**src/rtl/imem_loader_pkg.sv**
```systemverilog
// Shared types and constants for the instruction-memory loader.
// The CHK state is only reachable when CHECKSUM_EN is defined.
package imem_loader_pkg;

    localparam int HDR_BYTES      = 2;
    localparam int BYTES_PER_WORD = 4;

    typedef enum logic [2:0] {
        S_IDLE,
        S_HDR_HI,
        S_HDR_LO,
        S_DATA,
        S_WRITE,
        S_DONE,
        S_ERR,
        S_CHK
    } state_t;

    // States in which the loader offers byte_ready.
    function automatic logic takes_bytes(input state_t s);
        return (s == S_HDR_HI) || (s == S_HDR_LO) ||
               (s == S_DATA)   || (s == S_CHK);
    endfunction

endpackage

```
**src/rtl/imem_loader_byte_packer.sv**
```systemverilog
// byte_packer: MSB-first byte-to-word shift accumulator.
// word_ready pulses the cycle after the last byte of a word lands.
module byte_packer
    import imem_loader_pkg::*;
#(
    parameter int WORD_W = 32
) (
    input  logic              clk,
    input  logic              reset,
    input  logic              i_clear,
    input  logic              i_push,
    input  logic [7:0]        i_byte,
    output logic [WORD_W-1:0] o_word,
    output logic              o_last,
    output logic              o_word_ready
);

    localparam int CNT_W = $clog2(BYTES_PER_WORD);

    logic [CNT_W-1:0]  r_cnt;
    logic [WORD_W-1:0] r_acc;
    logic              r_word_ready;

    assign o_last       = i_push && (r_cnt == CNT_W'(BYTES_PER_WORD - 1));
    assign o_word       = r_acc;
    assign o_word_ready = r_word_ready;

    always_ff @(posedge clk) begin
        if (reset) begin
            r_cnt        <= '0;
            r_acc        <= '0;
            r_word_ready <= 1'b0;
        end else begin
            r_word_ready <= o_last;
            if (i_clear) begin
                r_cnt <= '0;
            end else if (i_push) begin
                r_acc <= {r_acc[WORD_W-9:0], i_byte};
                r_cnt <= o_last ? '0 : r_cnt + 1'b1;
            end
        end
    end

endmodule

```
**src/rtl/imem_loader.sv**
```systemverilog
// imem_loader: streams a length-prefixed image into instruction memory
// and holds the CPU in reset until it is complete. Option: CHECKSUM_EN.
module imem_loader
    import imem_loader_pkg::*;
#(
    parameter int ADDR_W = 8,
    parameter int WORD_W = 32
) (
    input  logic              clk,
    input  logic              reset,
    input  logic              start,
    input  logic              byte_valid,
    input  logic [7:0]        byte_data,
    output logic              byte_ready,
    output logic              imem_we,
    output logic [ADDR_W-1:0] imem_addr,
    output logic [WORD_W-1:0] imem_wdata,
    output logic              cpu_hold,
    output logic              done,
    output logic              error
);

    localparam logic [16:0] DEPTH = 17'd1 << ADDR_W;

`ifdef CHECKSUM_EN
    localparam state_t S_END = S_CHK;
`else
    localparam state_t S_END = S_DONE;
`endif

    state_t          r_state;
    state_t          w_next;
    logic            r_byte_ready;
    logic            r_hold;
    logic            r_done;
    logic            r_err;
    logic [15:0]     r_n;
    logic [ADDR_W:0] r_widx;
    logic [ADDR_W:0] w_widx_inc;
    logic [7:0]      r_csum;
    logic [15:0]     w_hdr_n;
    logic            w_xfer;
    logic            w_push;
    logic            w_pack_last;

    assign w_xfer     = byte_valid & r_byte_ready;
    assign w_push     = w_xfer && (r_state == S_DATA);
    assign w_hdr_n    = {r_n[15:8], byte_data};
    assign w_widx_inc = r_widx + 1'b1;

    byte_packer #(.WORD_W(WORD_W)) u_packer (
        .clk          (clk),
        .reset        (reset),
        .i_clear      (r_state != S_DATA),
        .i_push       (w_push),
        .i_byte       (byte_data),
        .o_word       (imem_wdata),
        .o_last       (w_pack_last),
        .o_word_ready (imem_we)
    );

    always_comb begin
        w_next = r_state;
        unique case (r_state)
            S_IDLE:   if (start) w_next = S_HDR_HI;
            S_HDR_HI: if (w_xfer) w_next = S_HDR_LO;
            S_HDR_LO: begin
                if (w_xfer) begin
                    if (w_hdr_n == 16'd0)
                        w_next = S_END;
                    else if ({1'b0, w_hdr_n} > DEPTH)
                        w_next = S_ERR;
                    else
                        w_next = S_DATA;
                end
            end
            S_DATA:   if (w_pack_last) w_next = S_WRITE;
            S_WRITE: begin
                if (17'(w_widx_inc) == {1'b0, r_n})
                    w_next = S_END;
                else
                    w_next = S_DATA;
            end
            S_DONE,
            S_ERR:    if (start) w_next = S_HDR_HI;
            S_CHK: begin
                if (w_xfer)
                    w_next = (byte_data == r_csum) ? S_DONE : S_ERR;
            end
            default:  w_next = S_IDLE;
        endcase
    end

    // Outputs are registered decodes of the next state.
    always_ff @(posedge clk) begin
        if (reset) begin
            r_state      <= S_IDLE;
            r_byte_ready <= 1'b0;
            r_hold       <= 1'b1;
            r_done       <= 1'b0;
            r_err        <= 1'b0;
            r_n          <= '0;
            r_widx       <= '0;
            r_csum       <= '0;
        end else begin
            r_state      <= w_next;
            r_byte_ready <= takes_bytes(w_next);
            r_hold       <= (w_next != S_DONE);
            r_done       <= (w_next == S_DONE);
            r_err        <= (w_next == S_ERR);
            if (r_state == S_HDR_HI && w_xfer)
                r_n[15:8] <= byte_data;
            if (r_state == S_HDR_LO && w_xfer) begin
                r_n[7:0] <= byte_data;
                r_widx   <= '0;
                r_csum   <= '0;
            end
            if (w_push)
                r_csum <= r_csum ^ byte_data;
            if (r_state == S_WRITE)
                r_widx <= w_widx_inc;
        end
    end

    assign byte_ready = r_byte_ready;
    assign imem_addr  = r_widx[ADDR_W-1:0];
    assign cpu_hold   = r_hold;
    assign done       = r_done;
    assign error      = r_err;

endmodule

```
**config.mk**
```make
export PLATFORM = sky130hd
export DESIGN_NAME = imem_loader
export DESIGN_NICKNAME = d
export VERILOG_FILES = /design/src/rtl/imem_loader_pkg.sv /design/src/rtl/imem_loader_byte_packer.sv /design/src/rtl/imem_loader.sv
export SDC_FILE = /design/constraint.sdc
export NUM_CORES = 1
export LEC_CHECK = 0
export ABC_CLOCK_PERIOD_IN_PS = 2300
export BUFFER_PORTS_ARGS = -buffer_cell sky130_fd_sc_hd__buf_2
export CAP_MARGIN = 20
export CORE_MARGIN = 3
export CORE_UTILIZATION = 35
export DETAILED_ROUTE_END_ITERATION = 7
export PLACE_DENSITY = 0.62
export SYNTH_ARGS = -nofsm -noshare
export SYNTH_HDL_FRONTEND = slang
export SYNTH_SLANG_ARGS = --single-unit
```
**constraint.sdc**
```tcl
create_clock -name clk -period 2.3 [get_ports clk]
set_input_delay 0.115 -clock clk [delete_from_list [all_inputs] [get_ports clk]]
set_output_delay 0.115 -clock clk [all_outputs]
set_load 0.02 [all_outputs]
```
==> impl_metrics.toml, run 1 <==
[power_and_ir_drop]
ir_worst_vdd_mv = 0.274
p_switching_uw = 653
sw_frac_of_total_pct = 27.0
clkPwrFrac_pct = 40.0
leakage_nw = 1.61
power_frac_seq_pct = 54.6
intPower_mw = 1.76
p_comb_share_pct = 5.4
p_per_area_mw_per_mm2 = 584

[grt]
grt_max_degree = 49
grt-ovfl-total = 0
first_global_vias = 2971
grt_pass1_wl_um = 14400
grt.total_usage_pct = 15.6
antenna_found_initial = 0

[timing]
rsz0062_at_grt = "no"
tns_ns = 0
post-route-min-period_ns = 2.17
finalHoldViolCount = 0
finClkSkew_ns = 0.00956
relSlewSlack_pct = 69.7
tightestPinTransition_ns = 0.450
report.final.slew_viol_count = 0
fmax_ghz = 0.460
fin_crit_sh_pct = 94.5
setup_viol = 0

[floorplanning]
die_area_mm2 = 0.0114
start_util_pct = 36.3
io_pins = 57
coreArea_mm2 = 0.00982
die_height_um = 107
rows = 36
die_w_um = 107

[worst_setup_path]
path_cells = "ha_1 -> and3_2 -> and4_4 -> mux2i_1 -> nand2_1 -> o31a_1 -> o311a_1"
r2r_slack_ns = 0.13
end_kind = "flop"
crit_path_max_incr_delay_ns = 0.35
critPathMaxFanout = 5
slowest_stage = "o311a_1"
rr_endpoint = "error"
arrival_ns = 2.42
r2r_cells = 7
crit_type = "reg2reg"
cp-endpoint = "error"
required_ns = 2.55
path_delay_family = "compound AO/OA/AOI/OAI gates"
cp.depth = 7
critPathLaunchType = "flop"
crit_start = "r_widx[0]"
timing.critical_path.buf_inv = 0
r2r_start = "r_widx[0]"

[final_layout]
fillCellCount = 1044
diodes = 0
multiInputGateArea_mm2 = 0.00186
syn2layout_area_growth_pct = 16.1
fin_area_mm2 = 0.00414
drive_above_1_share_pct = 22.2
seq_area_mm2 = 0.00150
nNetsFinal = 491

[cts]
hold_buffers = 0
clockBufferDepth = 2
cts_tree = "yes"
cts_post_setup_buffers_inserted = 0
cts_sinks = 75
clk_pin_slew_ns = 0.09
clk_latency_ns = 0.37
h-tree-depth = 3
cts_root_buf = "clkbuf_8"
numCtsBuffers = 9

[place]
dpl-instance-area_mm2 = 0.00395
dp_hpwl_um = 5950
gp_congestion = 0.793
portBuffers = 56

[yosys]
yosys_warnings = 0
ys_types = 59
synth.ff_latch_count = 75
synth_area_mm2 = 0.00356
synth-edff-count = 0
synthArstFlopShare_pct = 0
syn_inst = 434
syn_avg_cell_area_um2 = 8.21
synth-seq-area-share_pct = 42.1
syn_nets = 448
ys.flop_type = "dfxtp_1"

[route]
route.detailed.drc = 0
drt_iter0_drc = 163
num_vias = 3144
first_pass_iters = 4
wirelength_um = 8550
final_antenna_net_count = 0
post_drt_via_cell_ratio = 5.11
wl_per_cell_um = 13.9

[run]
maxCapViolations = 0

[worst_hold_path]
min_path_type = "in2reg"

[run_status]
status = "finished, final reports clean"
[power by group through the flow]
stage | sequential [mW] | combinational, mW | clock (mW)
after CTS | 1.32 | 0.129 | 0.999
after floorplan | 1.34 | 0.0817 | 0
after global routing | 1.32 | 0.143 | 1.05
final | 1.32 | 0.129 | 0.967
after detailed placement | 1.35 | 0.129 | 0
after global placement | 1.35 | 0.128 | 0
[Yosys cell counts, types with 2 or more instances]
library cell	instances	share of area, %
a211oi_1	2	0.42
a21oi_1	65	9.1
a311oi_1	9	2.2
and2_1	4	0.70
and3_1	2	0.35
and4_4	2	0.63
and4b_1	2	0.56
buf_1	4	0.42
buf_2	6	0.84
buf_4	8	1.7
buf_6	3	0.95
clkbuf_1	19	2.0
dfxtp_1	75	42
ha_1	2	0.70
inv_1	3	0.32
mux2i_1	11	3.1
nand2_1	87	9.2
nand2b_1	13	2.3
nand3_1	10	1.4
nand4_1	5	0.88
nand4b_1	3	0.74
nor2_1	23	2.4
nor2b_1	4	0.70
nor3_1	7	0.98
nor4_1	6	1.1
o21ai_0	6	0.84
o31ai_1	3	0.63
or3_1	4	0.70
or4_4	2	0.63
xnor2_1	2	0.49
xor2_1	14	3.4
[routing by layer]
metal	vias up	part of all wire, %	GRT usage (%)
met5	-	0	0
met3	14	3.6	4.33
met2	46	46	24.6
met4	0	1.7	6.03
met1	1487	48	20.3
li1	1597	-	-
[placed cells by master (no fill, tap or decap), types with 2 or more instances in the layout]
cell type  synthesis  routed
mux2i_1           11      11
and2_1             4       3
nor2_1            23      23
or4_4              2       2
and4_4             2       2
or3_1              4       4
nor3_1             7       6
a21oi_1           65      65
a311oi_1           9       9
and4b_1            2       2
inv_6              0       3
ha_1               2       2
nor2b_1            4       4
nor3_2             1       2
a211oi_1           2       2
buf_4              8      15
buf_2              6      56
nand2_1           87      87
dfxtp_1           75      73
nand2b_1          13      13
o21ai_0            6       6
clkbuf_8           0       9
nand4_1            5       5
inv_1              3       3
nor4_1             6       6
xor2_1            14      14
nand3_1           10       9
o31ai_1            3       3
xnor2_1            2       2
dfxtp_2            0       2
nand4b_1           3       3
[sequential cells by signal, summed over array words and instances (netlist names)]
name and flops:
u_packer.o_word_ready 1, r_widx 9, u_packer.r_cnt 2, done 1, cpu_hold 1, r_state 3
u_packer.o_word 32, r_csum 8, byte_ready 1, error 1, r_n 16
[final cells by class]
| cell class | instances | share of cell area [%] |
|---|---|---|
| Tap cell | 133 | 4.02 |
| Sequential cell | 75 | 36.3 |
| Inverter | 3 | 0.272 |
| Multi-Input combinational cell | 316 | 45.0 |
| Clock buffer | 9 | 2.99 |
| Clock inverter | 7 | 1.42 |
| Timing Repair Buffer | 72 | 9.98 |
[how the worst min path moves through the flow]
| stage | from | to | slack, ns | cells after the start |
|---|---|---|---|---|
| after floorplan | byte_data[0] | r_n[0] | 0.25 | 2 |
| after global placement | u_packer.o_word[29] | u_packer.o_word[29] | 0.44 | 2 |
| after detailed placement | byte_data[7] | u_packer.o_word[7] | 0.45 | 3 |
| after CTS | byte_data[7] | u_packer.o_word[7] | 0.05 | 3 |
| after global routing | byte_data[2] | u_packer.o_word[2] | 0.06 | 3 |
| final | byte_data[4] | u_packer.o_word[4] | 0.06 | 3 |
[per-stage QoR]
step	utilization, %	hold WS [ns]	setup slack (ns)	std cells	power, mW
floorplan	-	0.251	0.0514	434	1.43
global placement	40.2	0.441	0.175	599	1.48
detailed placement	40.2	0.445	0.0943	599	1.48
CTS	42.0	0.0491	0.0696	615	2.45
global route	42.1	0.0610	0.00400	615	2.52
finish	42.1	0.0601	0.126	615	2.42
[cell families (layout without fill, tap and decap cells)]
family	count (synthesis)	after routing	synth area share, %
AOI/OAI and AO/OA	103	103	18.3
xor gates and xnor gates	16	16	3.93
adders and majority gates	4	4	1.30
buffers and inverters	43	91	6.21
DFF	75	75	42.1
muxes	11	11	3.09
and+or+nand+nor	182	182	25.1
[worst register-to-register path, stage by stage, from the launching register on]
cell,delay (ns)
dfxtp_1,0.34
ha_1,0.22
and3_2,0.25
and4_4,0.26
mux2i_1,0.25
nand2_1,0.12
o31a_1,0.29
o311a_1,0.35
[what timing repair did]
action,in CTS,in global routing
resized for setup,0,5
setup endpoints to repair,0,3
endpoints found under the hold margin,0,0
No activity file was read; power rests on OpenSTA's default activity.
==> inputs of run 2 (changes only) <==
--- a/config.mk
+++ b/config.mk
@@ -5,13 +5,13 @@
 export SDC_FILE = /design/constraint.sdc
 export NUM_CORES = 1
 export LEC_CHECK = 0
-export ABC_CLOCK_PERIOD_IN_PS = 2300
+export ABC_CLOCK_PERIOD_IN_PS = 2090
 export BUFFER_PORTS_ARGS = -buffer_cell sky130_fd_sc_hd__buf_2
 export CAP_MARGIN = 20
-export CORE_MARGIN = 3
+export CORE_MARGIN = 4
 export CORE_UTILIZATION = 35
 export DETAILED_ROUTE_END_ITERATION = 7
-export PLACE_DENSITY = 0.62
+export PLACE_DENSITY = 0.6
 export SYNTH_ARGS = -nofsm -noshare
 export SYNTH_HDL_FRONTEND = slang
 export SYNTH_SLANG_ARGS = --single-unit
==> constraint.sdc (replaced) <==
create_clock -name clk -period 2.09 [get_ports clk]
set_input_delay 0.1045 -clock clk [delete_from_list [all_inputs] [get_ports clk]]
set_output_delay 0.1045 -clock clk [all_outputs]
set_load 0.02 [all_outputs]
==> run 2 against run 1 <==
- register-to-register slack lost 0.096 ns
- die area grew 3.8%
- fmax grew 5.5%
- non-clock buffer count grew 18
- first-iteration DRC count grew 39%
- wire length grew 0.87%
- sequential cell count is the same
- power grew 20%
- global-route usage shrank 0.30 points
- clock skew shrank 0.0014 ns
- sequential power grew 9.8%
==> impl_metrics.toml, run 2 (synthesis results as in run 1) <==
[grt]
grt.total_usage_pct = 15.3
first_global_vias = 3019
grt_max_degree = 58
grt-ovfl-total = 0
grt_pass1_wl_um = 14400
antenna_found_initial = 0

[floorplanning]
die_height_um = 109
coreArea_mm2 = 0.00986
start_util_pct = 36.1
io_pins = 57
die_area_mm2 = 0.0119
rows = 36
die_w_um = 109

[power_and_ir_drop]
p_per_area_mw_per_mm2 = 659
ir_worst_vdd_mv = 0.317
power_frac_seq_pct = 50.0
clkPwrFrac_pct = 44.7
intPower_mw = 2.18
leakage_nw = 1.72
sw_frac_of_total_pct = 24.4
p_comb_share_pct = 5.2
p_switching_uw = 706

[route]
num_vias = 3187
wl_per_cell_um = 13.6
final_antenna_net_count = 0
route.detailed.drc = 0
first_pass_iters = 7
wirelength_um = 8630
drt_iter0_drc = 227
post_drt_via_cell_ratio = 5.03

[place]
portBuffers = 56
dp_hpwl_um = 6100
gp_congestion = 0.834

[final_layout]
final_util_pct = 44.4
fillCellCount = 979
diodes = 0
drive_above_1_share_pct = 27.4
layout_commonest_cell = "nand2_1"
syn2layout_area_growth_pct = 23.0
layout_common_cells = "nand2_1, dfxtp_1, a21oi_1, buf_2, buf_4"
nNetsFinal = 509
largest_reg_flops = 32

[cts]
clk_pin_slew_ns = 0.08
cts_tree = "yes"
numCtsBuffers = 9
hold_buffers = 0
clk_latency_ns = 0.36
cts_root_buf = "clkbuf_8"
h-tree-depth = 3
clockBufferDepth = 2
cts_sinks = 75

[timing]
fmax_ghz = 0.485
rsz0062_at_grt = "yes"
finClkSkew_ns = 0.00819
whs_ns = 0.0338
setup_viol = 0
report.final.slew_viol_count = 0
relSlewSlack_pct = 61.5
fin_crit_sh_pct = 98.6
post-route-min-period_ns = 2.06
finalHoldViolCount = 0
tightestPinTransition_ns = 0.578
tns_ns = 0

[run_status]
status = "finished, final reports clean"

[worst_setup_path]
critPathMaxFanout = 6
required_ns = 2.34
crit_type = "reg2reg"
end_kind = "flop"
critPathLaunchType = "flop"
arrival_ns = 2.31
r2r_slack_ns = 0.03

[worst_hold_path]
min_path_type = "in2reg"

[run]
maxCapViolations = 0
-- run 2: timing repair --
action	in CTS	in global routing
gates resized for setup	7	11
hold endpoints to repair	0	0
pin swaps	2	10
endpoints found under the setup margin	3	6
setup buffers	0	3
-- run 2: worst paths after layout --
kind,start,endpoint,cells after the start
setup reg to reg,r_widx[1],error,7
hold / removal,byte_data[0],r_n[0],3
setup / recovery,r_widx[1],error,7
hold reg to reg,u_packer.o_word[27],u_packer.o_word[27],2
-- run 2: power groups by stage --
stage / clock network, mW / logic, mW / registers [mW]
floorplan: 0 / 0.0899 / 1.48
global route: 1.39 / 0.168 / 1.45
finish: 1.29 / 0.151 / 1.45
detailed placement: 0 / 0.149 / 1.48
CTS: 1.33 / 0.150 / 1.45
global placement: 0 / 0.148 / 1.48
-- run 2: layout make-up --
cell class | count | area, um2 | area share (%)
multi-input cells | 316 | 1930 | 44.0
flip-flops and latches | 75 | 1510 | 34.5
repair buffers | 90 | 536 | 12.2
well taps | 133 | 166 | 3.80
clock buffers | 9 | 124 | 2.83
clock inverters | 7 | 105 | 2.40
inverters | 3 | 11.3 | 0.257
-- run 2: routing by layer --
metal	track usage [%]	routed length [um]
met1	19.8	4080
met2	23.9	3950
met3	3.85	414
met4	7.03	184
met5	0	0
-- run 2: per-stage QoR --
| stage | power, mW | setup slack, ns | instances | area [um2] |
|---|---|---|---|---|
| 2_1_floorplan | 1.57 | 0.00401 | 434 | 3580 |
| 3_3_place_gp | 1.63 | 0.0128 | 614 | 4060 |
| 3_5_place_dp | 1.63 | -0.0265 | 614 | 4060 |
| 4_1_cts | 2.93 | 0.00104 | 630 | 4320 |
| 5_1_grt | 3.00 | -0.0749 | 633 | 4380 |
| 6_report | 2.89 | 0.0302 | 633 | 4380 |
-- run 2: critical path, stage by stage, from the launching register on --
cell,delay (ns)
dfxtp_4,0.37
ha_4,0.17
nor2b_4,0.12
or4b_4,0.54
nand3_2,0.10
nand2_2,0.07
o31a_1,0.31
o311a_1,0.28
